## config.mk

```make
export PLATFORM = sky130hd
export DESIGN_NAME = multi_cook_timer
export DESIGN_NICKNAME = d
export VERILOG_FILES = /design/src/rtl/cook_timer_pkg.sv /design/src/rtl/cook_timer_channel.sv /design/src/rtl/edge_detector_p.sv /design/src/rtl/multi_cook_timer.sv
export SDC_FILE = /design/constraint.sdc
export NUM_CORES = 1
export LEC_CHECK = 0
export ABC_AREA = 1
export BUFFER_PORTS_ARGS = -buffer_cell sky130_fd_sc_hd__buf_2
export CORE_MARGIN = 2
export CORE_UTILIZATION = 60
export DETAILED_ROUTE_END_ITERATION = 16
export PLACE_DENSITY_LB_ADDON = 0.12
export SYNTH_ARGS = -nofsm -noshare
export SYNTH_HDL_FRONTEND = slang
export SYNTH_HIERARCHICAL = 1
export SYNTH_SLANG_ARGS = --single-unit
```

## constraint.sdc

```tcl
create_clock -name clk -period 3.3 [get_ports clk]
set_input_delay 0.66 -clock clk [delete_from_list [all_inputs] [get_ports clk]]
set_output_delay 0.66 -clock clk [all_outputs]
set_load 0.005 [all_outputs]
```

## src/rtl/cook_timer_pkg.sv

```systemverilog
// Shared definitions for the multi-channel cook timer.
//   ch_state_t  : channel state encoding (IDLE=0, RUN=1, PAUSE=2, ALARM=3)
//   SEC_PER_MIN : seconds per minute, used for the carry and borrow logic
package cook_timer_pkg;

  typedef enum logic [1:0] {
    ST_IDLE  = 2'd0,
    ST_RUN   = 2'd1,
    ST_PAUSE = 2'd2,
    ST_ALARM = 2'd3
  } ch_state_t;

  localparam int SEC_PER_MIN = 60;

endpackage

```

## src/rtl/cook_timer_channel.sv

```systemverilog
// One cook-timer channel: state machine, min:sec time registers and the
// alarm auto-off down-counter.
//   clk, reset_p              : clock and synchronous active-high reset
//   tick                      : shared 1 s pulse
//   ev_clear, ev_add, ev_sp   : button events already qualified for this channel
//   min, sec                  : current time of the channel
//   in_alarm, in_run          : unregistered state flags, registered in the top
//
// state    | meaning
// ---------+----------------------------------------------------
// ST_IDLE  | stopped, time may be set with add
// ST_RUN   | counting down on each tick
// ST_PAUSE | counting suspended, time held
// ST_ALARM | reached 0:00, auto-off counter running on ticks
module cook_timer_channel
  import cook_timer_pkg::*;
#(
  parameter int STEP_SEC  = 30,
  parameter int MAX_MIN   = 5,
  parameter int ALARM_SEC = 10
) (
  input  logic       clk,
  input  logic       reset_p,
  input  logic       tick,
  input  logic       ev_clear,
  input  logic       ev_add,
  input  logic       ev_sp,
  output logic [7:0] min,
  output logic [7:0] sec,
  output logic       in_alarm,
  output logic       in_run
);

  localparam int              AW         = (ALARM_SEC > 0) ? $clog2(ALARM_SEC + 1) : 1;
  localparam logic [AW-1:0]   ALARM_LOAD = AW'(ALARM_SEC);
  localparam logic [7:0]      STEP       = 8'(STEP_SEC);
  localparam logic [7:0]      MAXM       = 8'(MAX_MIN);
  localparam logic [7:0]      SPM        = 8'(SEC_PER_MIN);
  localparam logic [7:0]      LAST_SEC   = 8'(SEC_PER_MIN - 1);

  ch_state_t     state;
  logic [AW-1:0] acnt;

  logic [7:0] sum_sec, add_sec, add_min;
  logic [7:0] dec_sec, dec_min;
  logic       dec_zero, time_zero;

  always_comb begin
    sum_sec = sec + STEP;
    if (sum_sec >= SPM) begin
      add_sec = sum_sec - SPM;
      add_min = min + 8'd1;
    end else begin
      add_sec = sum_sec;
      add_min = min;
    end
    if (add_min >= MAXM) begin
      add_min = MAXM;
      add_sec = 8'd0;
    end

    if (sec == 8'd0) begin
      dec_sec = LAST_SEC;
      dec_min = min - 8'd1;
    end else begin
      dec_sec = sec - 8'd1;
      dec_min = min;
    end
    dec_zero  = (dec_min == 8'd0) && (dec_sec == 8'd0);
    time_zero = (min == 8'd0) && (sec == 8'd0);
  end

  // Button events are checked before the tick, so a tick landing on an
  // event cycle is simply dropped for this channel.
  always_ff @(posedge clk) begin
    if (reset_p || ev_clear) begin
      state <= ST_IDLE;
      min   <= 8'd0;
      sec   <= 8'd0;
      acnt  <= '0;
    end else if (ev_add) begin
      if (state == ST_ALARM) begin
        state <= ST_IDLE;
        min   <= 8'd0;
        sec   <= STEP;
        acnt  <= '0;
      end else begin
        min <= add_min;
        sec <= add_sec;
      end
    end else if (ev_sp) begin
      case (state)
        ST_IDLE:  if (!time_zero) state <= ST_RUN;
        ST_RUN:   state <= ST_PAUSE;
        ST_PAUSE: state <= ST_RUN;
        ST_ALARM: begin
          state <= ST_IDLE;
          acnt  <= '0;
        end
        default:  state <= ST_IDLE;
      endcase
    end else if (tick) begin
      if (state == ST_RUN) begin
        min <= dec_min;
        sec <= dec_sec;
        if (dec_zero) begin
          state <= ST_ALARM;
          acnt  <= ALARM_LOAD;
        end
      end else if (state == ST_ALARM && ALARM_SEC != 0) begin
        if (acnt == AW'(1)) begin
          state <= ST_IDLE;
          acnt  <= '0;
        end else begin
          acnt <= acnt - AW'(1);
        end
      end
    end
  end

  assign in_alarm = (state == ST_ALARM);
  assign in_run   = (state == ST_RUN);

endmodule

```

## src/rtl/edge_detector_p.sv

```systemverilog
// Rising-edge detector for a debounced button level.
//   clk, reset_p : clock and synchronous active-high reset
//   level        : debounced button level
//   pulse        : high for one cycle in the cycle where level first reads 1
module edge_detector_p (
  input  logic clk,
  input  logic reset_p,
  input  logic level,
  output logic pulse
);

  logic level_q;

  always_ff @(posedge clk) begin
    if (reset_p) level_q <= 1'b0;
    else         level_q <= level;
  end

  assign pulse = level & ~level_q;

endmodule

```

## src/rtl/multi_cook_timer.sv

```systemverilog
// Multi-channel kitchen cook timer.
//   clk, reset_p                        : clock and synchronous active-high reset
//   btn_start_pause, btn_add, btn_clear : debounced button levels
//   ch_sel                              : channel targeted by buttons and shown on min/sec
//   min, sec                            : registered time of channel ch_sel
//   alarm, running                      : registered per-channel ALARM / RUN flags
module multi_cook_timer
  import cook_timer_pkg::*;
#(
  parameter int NCH       = 2,
  parameter int TICK_DIV  = 100_000_000,
  parameter int STEP_SEC  = 30,
  parameter int MAX_MIN   = 5,
  parameter int ALARM_SEC = 10
) (
  input  logic                   clk,
  input  logic                   reset_p,
  input  logic                   btn_start_pause,
  input  logic                   btn_add,
  input  logic                   btn_clear,
  input  logic [$clog2(NCH)-1:0] ch_sel,
  output logic [7:0]             min,
  output logic [7:0]             sec,
  output logic [NCH-1:0]         alarm,
  output logic [NCH-1:0]         running
);

  localparam int            SW        = $clog2(NCH);
  localparam int            PW        = $clog2(TICK_DIV + 1);
  localparam logic [PW-1:0] TICK_LOAD = PW'(TICK_DIV - 1);

  logic [PW-1:0] pre_cnt;
  logic          tick;
  logic          ev_sp, ev_add, ev_clear;

  logic [7:0]     ch_min [NCH];
  logic [7:0]     ch_sec [NCH];
  logic [NCH-1:0] ch_alarm, ch_run;

  // Free-running down-counter; terminal count produces the tick and reloads.
  assign tick = (pre_cnt == '0);

  always_ff @(posedge clk) begin
    if (reset_p || tick) pre_cnt <= TICK_LOAD;
    else                 pre_cnt <= pre_cnt - PW'(1);
  end

  edge_detector_p u_ed_sp  (.clk(clk), .reset_p(reset_p), .level(btn_start_pause), .pulse(ev_sp));
  edge_detector_p u_ed_add (.clk(clk), .reset_p(reset_p), .level(btn_add),         .pulse(ev_add));
  edge_detector_p u_ed_clr (.clk(clk), .reset_p(reset_p), .level(btn_clear),       .pulse(ev_clear));

  for (genvar i = 0; i < NCH; i++) begin : g_ch
    logic hit;
    assign hit = (ch_sel == SW'(i));

    cook_timer_channel #(
      .STEP_SEC (STEP_SEC),
      .MAX_MIN  (MAX_MIN),
      .ALARM_SEC(ALARM_SEC)
    ) u_ch (
      .clk     (clk),
      .reset_p (reset_p),
      .tick    (tick),
      .ev_clear(ev_clear & hit),
      .ev_add  (ev_add & hit),
      .ev_sp   (ev_sp & hit),
      .min     (ch_min[i]),
      .sec     (ch_sec[i]),
      .in_alarm(ch_alarm[i]),
      .in_run  (ch_run[i])
    );
  end

  always_ff @(posedge clk) begin
    if (reset_p) begin
      min     <= 8'd0;
      sec     <= 8'd0;
      alarm   <= '0;
      running <= '0;
    end else begin
      min     <= ch_min[ch_sel];
      sec     <= ch_sec[ch_sel];
      alarm   <= ch_alarm;
      running <= ch_run;
    end
  end

endmodule
```

Yosys cells after proc, flatten, opt, wreduce, memory -nomap -nowiden

Index checks and enable logic that the tools add are counted.

Bitwise operators: 14
Equal/unequal tests: 16
Mux-type cells: 74
$lt $le $gt $ge: 5
Div/mod/pow operators: 0
Multipliers: 0
Shift-type cells: 0
Reductions and logical operators: 36
$add $sub $neg: 13

Operators by type and width:

| cell                                                                   | number |
|---|---|
| 8-bit two-way mux                                                      | 38 |
| 8-bit zero test                                                        | 8 |
| 4-bit two-way mux                                                      | 16 |
| 2-bit two-way mux                                                      | 18 |
| 8-bit by 1-bit subtractor with 8-bit output (second input constant)    | 4 |
| 27-bit zero test                                                       | 1 |
| 27-bit by 1-bit subtractor with 27-bit output (second input constant)  | 1 |
| 8-bit by 1-bit adder with 8-bit output (second input constant)         | 2 |
| 8-bit by 5-bit adder with 8-bit output (second input constant)         | 2 |
| 8-bit by 3-bit >= comparator with 1-bit output (second input constant) | 2 |
| 8-bit by 6-bit >= comparator with 1-bit output (second input constant) | 2 |
| 2-bit case mux with 4 select lines                                     | 2 |
| 4-bit nonzero test                                                     | 4 |
| 8-bit by 6-bit subtractor with 8-bit output (second input constant)    | 2 |
| 3-bit AND reduction                                                    | 4 |
| 6-bit AND reduction                                                    | 2 |
| 3-bit nonzero test                                                     | 4 |
| 1-bit bitwise AND                                                      | 9 |
| 2-bit equality test (second input constant)                            | 4 |
| 4-bit by 1-bit equality test with 1-bit output (second input constant) | 2 |
| 4-bit by 2-bit != test with 1-bit output (second input constant)       | 2 |
| 4-bit by 3-bit != test with 1-bit output (second input constant)       | 2 |
| 2-bit nonzero test                                                     | 4 |
| 4-bit by 1-bit subtractor with 4-bit output (second input constant)    | 2 |
| 9 further kinds                                                        | 21 |

Bits in latches: 0
RAM bits: 0
Memories: 0
Word-level logic and storage cells: 174
Output and inout port bits: 20
Memory bits (read-only): 0
Register bits: 94

Longest topological paths before layout

Depth after elaboration: 9
Gate-level depth with buffers: 17
Depth with buffers taken out: 17

Cells and area by module

The synthesis kept the hierarchy.

By module, submodules not included:

| module                            | instances | cells an instance | area each (sq um) | seq. area each (sq um) |
|---|---|---|---|---|
| cook_timer_channel (g_ch[1].u_ch) | 1         | 347               | 2237.1            | 440.4 |
| cook_timer_channel (g_ch[0].u_ch) | 1         | 348               | 2207.1            | 440.4 |
| multi_cook_timer                  | 1         | 314               | 2114.5            | 940.9 |
| edge_detector_p                   | 3         | 4                 | 31.3              | 20.0 |

Least setup slack after synthesis

Ideal clock, no wire load.

Path kind: reg2reg
Start point: register g_ch[0].u_ch.sec[1]
End point: register g_ch[0].u_ch.min[2]
Clock period less this slack: 2370 ps
Data required time: 3178 ps
Cell stages (with the launch flop): 17
Path slack: 930 ps
Data arrival time: 2249 ps
Path buffers: 1
Cell sequence: dfxtp_1 -> inv_1 -> ha_1 -> xor2_1 -> ha_1 -> inv_1 -> nor2_2 -> nand2_4 -> nand3_4 -> buf_8 -> nand2_2 -> o21ai_2 -> nand2_2 -> nor2_4 -> nand2_1 -> o21ai_0 -> a21oi_1

Word-level cells in the longest chain between the ends: 7

Ends and longest elaborated chain:

| item                                           | line                      | text |
|---|---|---|
| from (decl)                                    | cook_timer_channel.sv:29  | `output logic [7:0] sec,` |
| from (signal assigned)                         | cook_timer_channel.sv:89  | `sec <= add_sec;` |
| from (signal assigned)                         | cook_timer_channel.sv:105 | `sec <= dec_sec;` |
| 8-bit by 5-bit adder with 8-bit output         | cook_timer_channel.sv:49  | `sum_sec = sec + STEP;` |
| 8-bit by 6-bit >= comparator with 1-bit output | cook_timer_channel.sv:50  | `if (sum_sec >= SPM) begin` |
| 8-bit two-way mux                              | cook_timer_channel.sv:50  |  |
| 8-bit by 3-bit >= comparator with 1-bit output | cook_timer_channel.sv:57  | `if (add_min >= MAXM) begin` |
| 8-bit two-way mux                              | cook_timer_channel.sv:57  |  |
| 8-bit two-way mux                              | cook_timer_channel.sv:82  | `if (state == ST_ALARM) begin` |
| 8-bit two-way mux *                            | cook_timer_channel.sv:81  | `end else if (ev_add) begin` |
| to (signal assigned)                           | cook_timer_channel.sv:88  | `min <= add_min;` |
| to (signal assigned)                           | cook_timer_channel.sv:104 | `min <= dec_min;` |
| to (decl)                                      | cook_timer_channel.sv:28  | `output logic [7:0] min,` |

Mark *: on every way between the ends. The rest lies on a longest branch, timed or not. The select of a mux whose other input is x is not followed.
A chain may end at the register's enable or synchronous reset.

Worst setup path after layout

Start point: register g_ch[1].u_ch.sec[1]
End point: register g_ch[1].u_ch.sec[7]

Word-level cells in the longest chain between the ends: 7

Ends and longest elaborated chain:

| item                                           | line |
|---|---|
| from (decl)                                    | cook_timer_channel.sv:29 |
| from (signal assigned)                         | cook_timer_channel.sv:89 |
| from (signal assigned)                         | cook_timer_channel.sv:105 |
| 8-bit by 5-bit adder with 8-bit output         | cook_timer_channel.sv:49 |
| 8-bit by 6-bit >= comparator with 1-bit output | cook_timer_channel.sv:50 |
| 8-bit two-way mux                              | cook_timer_channel.sv:50 |
| 8-bit by 3-bit >= comparator with 1-bit output | cook_timer_channel.sv:57 |
| 8-bit two-way mux                              | cook_timer_channel.sv:57 |
| 8-bit two-way mux                              | cook_timer_channel.sv:82 |
| 8-bit two-way mux *                            | cook_timer_channel.sv:81 |

Marks and branches as above.

==> results.py <==
metrics = {
    "sta": {
        "finClkSkew_ns": 0.0144,
        "layout_min_cycle_time_ns": 2.70,
        "slew_viol_final": 0,
        "fin_setup_tns_ns": 0,
        "achievable-frequency_mhz": 371,
        "finalSetupViolations": 0,
        "final.period_utilization_pct": 81.7,
        "slew_headroom_pct": 49.9,
        "max_slew.worst_pin.slew_ns": 0.750,
        "rsz_0062_raised_after_global_routing": "false",
        "hold_violations_final": 0,
    },
    "cells_and_area": {
        "fillerInstances": 1065,
        "post_route_cells_drive_above_1_share_pct": 11.5,
        "finish.cell_count_without_fillers": 1185,
        "total_nets_final": 1067,
        "n_antenna_cell": 0,
        "area_growth_syn_to_layout_pct": 4.98,
    },
    "synth": {
        "yosys_register_bits": 94,
        "yosys_warnings": 6,
        "mean_post_synth_cell_area_sq_um": 6.52,
        "yosys-top-cells-count": "nand2_1 (265), inv_1 (125), nor2_1 (125), dfxtp_1 (94), nand3_1 (81)",
        "yosys.area.top_type_share_pct": 28.3,
        "ys_types": 50,
        "netlist.top_cell.by_area": "dfxtp_1",
        "synth.cell_area_sq_um": 6650,
        "synth-xor-area-share_pct": 5.53,
        "netlist_instances": 1021,
        "synth_compound_gate_area_share_pct": 13.2,
        "net_count_after_synthesis": 1048,
        "yosys-mux-area-fraction_pct": 0,
        "dominantRegCellSynth": "dfxtp_1",
        "synth_adder_area_share_pct": 3.95,
        "register_area_share_after_synthesis_pct": 28.3,
        "synth_edf_count": 0,
        "yosys.cell_count.top_type": "nand2_1",
        "ys_top_cells_by_area": "dfxtp_1 (28%), nand2_1 (15%), inv_1 (7.1%)",
        "synth_simple_gate_area_share_pct": 38.4,
        "ys_async_rst_share_pct": 0,
        "synth_top_family_by_area": "simple AND/OR/NAND/NOR gates",
    },
    "placement": {
        "dp_cells": 1169,
        "globalplace.congestion": 0.913,
        "dp.final_hpwl_microns": 11600,
        "io_buffer_count": 25,
    },
    "clock_network": {
        "cts_tree": "done",
        "cts-htree-levels": 3,
        "cts.repair_timing.setup_buffer_count": 0,
        "clock_insertion_delay_worst_skew_ns": 0.39,
        "clockBufferDepth": 2,
        "post_cts_hold_buffer_count": 0,
        "cts.clk_slew.worst_paths_ns": 0.10,
        "cts_made_buffers": 9,
        "cts_resized": 0,
        "clock-sinks": 94,
        "clockRootBuffer": "clkbuf_8",
    },
    "detailed_routing": {
        "dr.pass1.iters": 5,
        "drt_drc_violations_left": 0,
        "initialDrtViolationCount": 607,
        "vias": 6398,
        "routed_via_density": 5.40,
        "wirelength_microns": 15500,
        "ant_nets": 0,
        "routedWlPerCell_microns": 13.1,
    },
    "critical_path": {
        "critical_path.max_fanout": 14,
        "critPathTopFamily": "simple AND/OR/NAND/NOR gates",
        "crit_path_max_cell_delay_ns": 0.34,
        "critical-path-top-cell-by-count": "nand2_1",
        "cp_cell_sequence": "inv_1 -> ha_1 -> xor2_1 -> ha_1 -> inv_1 -> nor2_4 -> nand2_4 -> nand3_4 -> nand2_1 -> nand2_1 -> nand2_1 -> a21oi_4 -> nand3_4 -> inv_2 -> nand2_1 -> a21oi_2",
        "worst_path_max_delay_cell": "dfxtp_1",
        "crit_path_required_time_ns": 3.62,
        "timing.critical_path.depth": 16,
        "arrival_ns": 3.01,
        "timing.critical_path.from_type": "register",
        "worstSetupPathType": "register to register",
        "setup.worst_path.end_class": "register",
        "rrSetupSlack_ns": 0.60,
        "critical_path.n_buffers_inverters": 3,
        "number_of_cells_on_the_worst_reg_to_reg_path": 16,
    },
    "power": {
        "cellLeakagePower_uw": 0.00318,
        "irDropWorstVdd_mv": 0.228,
        "p_per_area_nw_per_um2": 420,
    },
    "job": {
        "timing.max_cap.violations": 0,
    },
    "die": {
        "fp.coreArea_sq_um": 10800,
        "start_util_pct": 61.4,
        "die_area_sq_um": 11900,
        "die_height_microns": 109,
        "die_x_microns": 109,
        "floorplan.io_pins": 26,
        "std_cell_rows": 38,
    },
    "grt": {
        "antenna_found_initial": 0,
        "grt_remaining_overflow": 0,
        "globalRouteTotalUtil_pct": 27.4,
        "grt_first_pass_wirelength_microns": 26300,
        "grt_pass1_vias": 5829,
        "grt_start_max_net_pins": 28,
    },
    "hold_path": {
        "hold_path_depth": 1,
        "hold_path_class": "register to register",
    },
    "outcome": {
        "run_status": "completed",
    },
}
[layout make-up]
class | instances | area, sq um | share of cell area [%]
inverter | 134 | 503 | 7.20
clock inverter | 7 | 55.1 | 0.788
timing repair buffer | 33 | 185 | 2.65
tap | 140 | 175 | 2.51
sequential | 94 | 1880 | 26.9
clock buffer | 9 | 124 | 1.77
multi-input combinational | 768 | 4060 | 58.1
[metrics by stage]
stage          total power, uW  cell area (sq um)  setup slack, ns  util, %  hold slack, ns
6_report                  2930               6980            0.604     64.4           0.403
3_5_place_dp              2190               6810            0.610     62.8           0.380
4_1_cts                   2940               6980            0.598     64.4           0.404
2_1_floorplan             2040               6650            0.930        -           0.365
3_3_place_gp              2190               6810            0.676     62.8           0.374
5_1_grt                   3120               6980            0.287     64.4           0.427
[layout by cell type, fill, tap and decap left out, drive strengths merged, types with 2 or more instances in the layout]
cell / synthesis / layout
o21a: 2 / 2
xnor2: 10 / 10
nand4: 28 / 28
nor2: 141 / 141
a22oi: 8 / 8
buf: 11 / 33
or2: 4 / 4
inv: 129 / 133
nand3b: 2 / 2
o22ai: 2 / 2
a31oi: 3 / 3
clkbuf: 13 / 9
clkinv: 5 / 7
o31ai: 4 / 4
o21ai: 43 / 43
ha: 21 / 21
nand3: 87 / 87
xor2: 32 / 32
nor3: 10 / 10
a21oi: 78 / 78
nand2: 286 / 286
dfxtp: 94 / 94
[state kept, by name, indices dropped and copies added, names as in the netlist]
| name | cells |
|---|---|
| sec | 8 |
| pre_cnt | 27 |
| g_ch.u_ch/acnt | 8 |
| g_ch.u_ch/min | 16 |
| u_ed_sp/level_q | 1 |
| alarm | 2 |
| u_ed_add/level_q | 1 |
| min | 8 |
| g_ch.u_ch/sec | 16 |
| u_ed_clr/level_q | 1 |
| g_ch.u_ch/state | 4 |
| running | 2 |
[power by group]
part           switching [uW]  total, uW  internal, uW  leakage (uW)
registers                42.7       1210          1170      0.000762
logic                     630        970           340       0.00232
clock network             467        751           285     0.0000923
total                    1140       2930          1790       0.00318
[worst paths after layout]
check                           start             endpoint
hold / removal             pre_cnt[0]           pre_cnt[0]
setup reg to reg  g_ch[1].u_ch/sec[1]  g_ch[1].u_ch/sec[7]
hold reg to reg            pre_cnt[0]           pre_cnt[0]
setup / recovery  g_ch[1].u_ch/sec[1]  g_ch[1].u_ch/sec[7]
[cell families (layout without fill, tap and decap cells)]
kind of cell    count (synthesis)  count (layout)
xor+xnor                       42              42
fa+ha+maj                      21              21
compound gates                146             146
buf+inv                       159             183
simple gates                  559             559
flops                          94              94
[worst reg2reg max path, cell delays in order (launching register included)]
cell     delay, ns
dfxtp_1       0.34
inv_1         0.20
ha_1          0.30
xor2_1        0.25
ha_1          0.20
inv_1         0.07
nor2_4        0.12
nand2_4       0.09
nand3_4       0.17
nand2_1       0.07
nand2_1       0.09
nand2_1       0.09
a21oi_4       0.24
nand3_4       0.12
inv_2         0.08
nand2_1       0.08
a21oi_2       0.12
[layer usage]
layer	vias to the layer above	wire, microns	track usage (%)
met1	2937	7350	36.4
met3	22	554	3.50
met5	-	0	0
met2	120	7320	46.6
met4	0	260	8.50
li1	3319	-	-
Note: power is estimated with default switching activity, not from simulation.
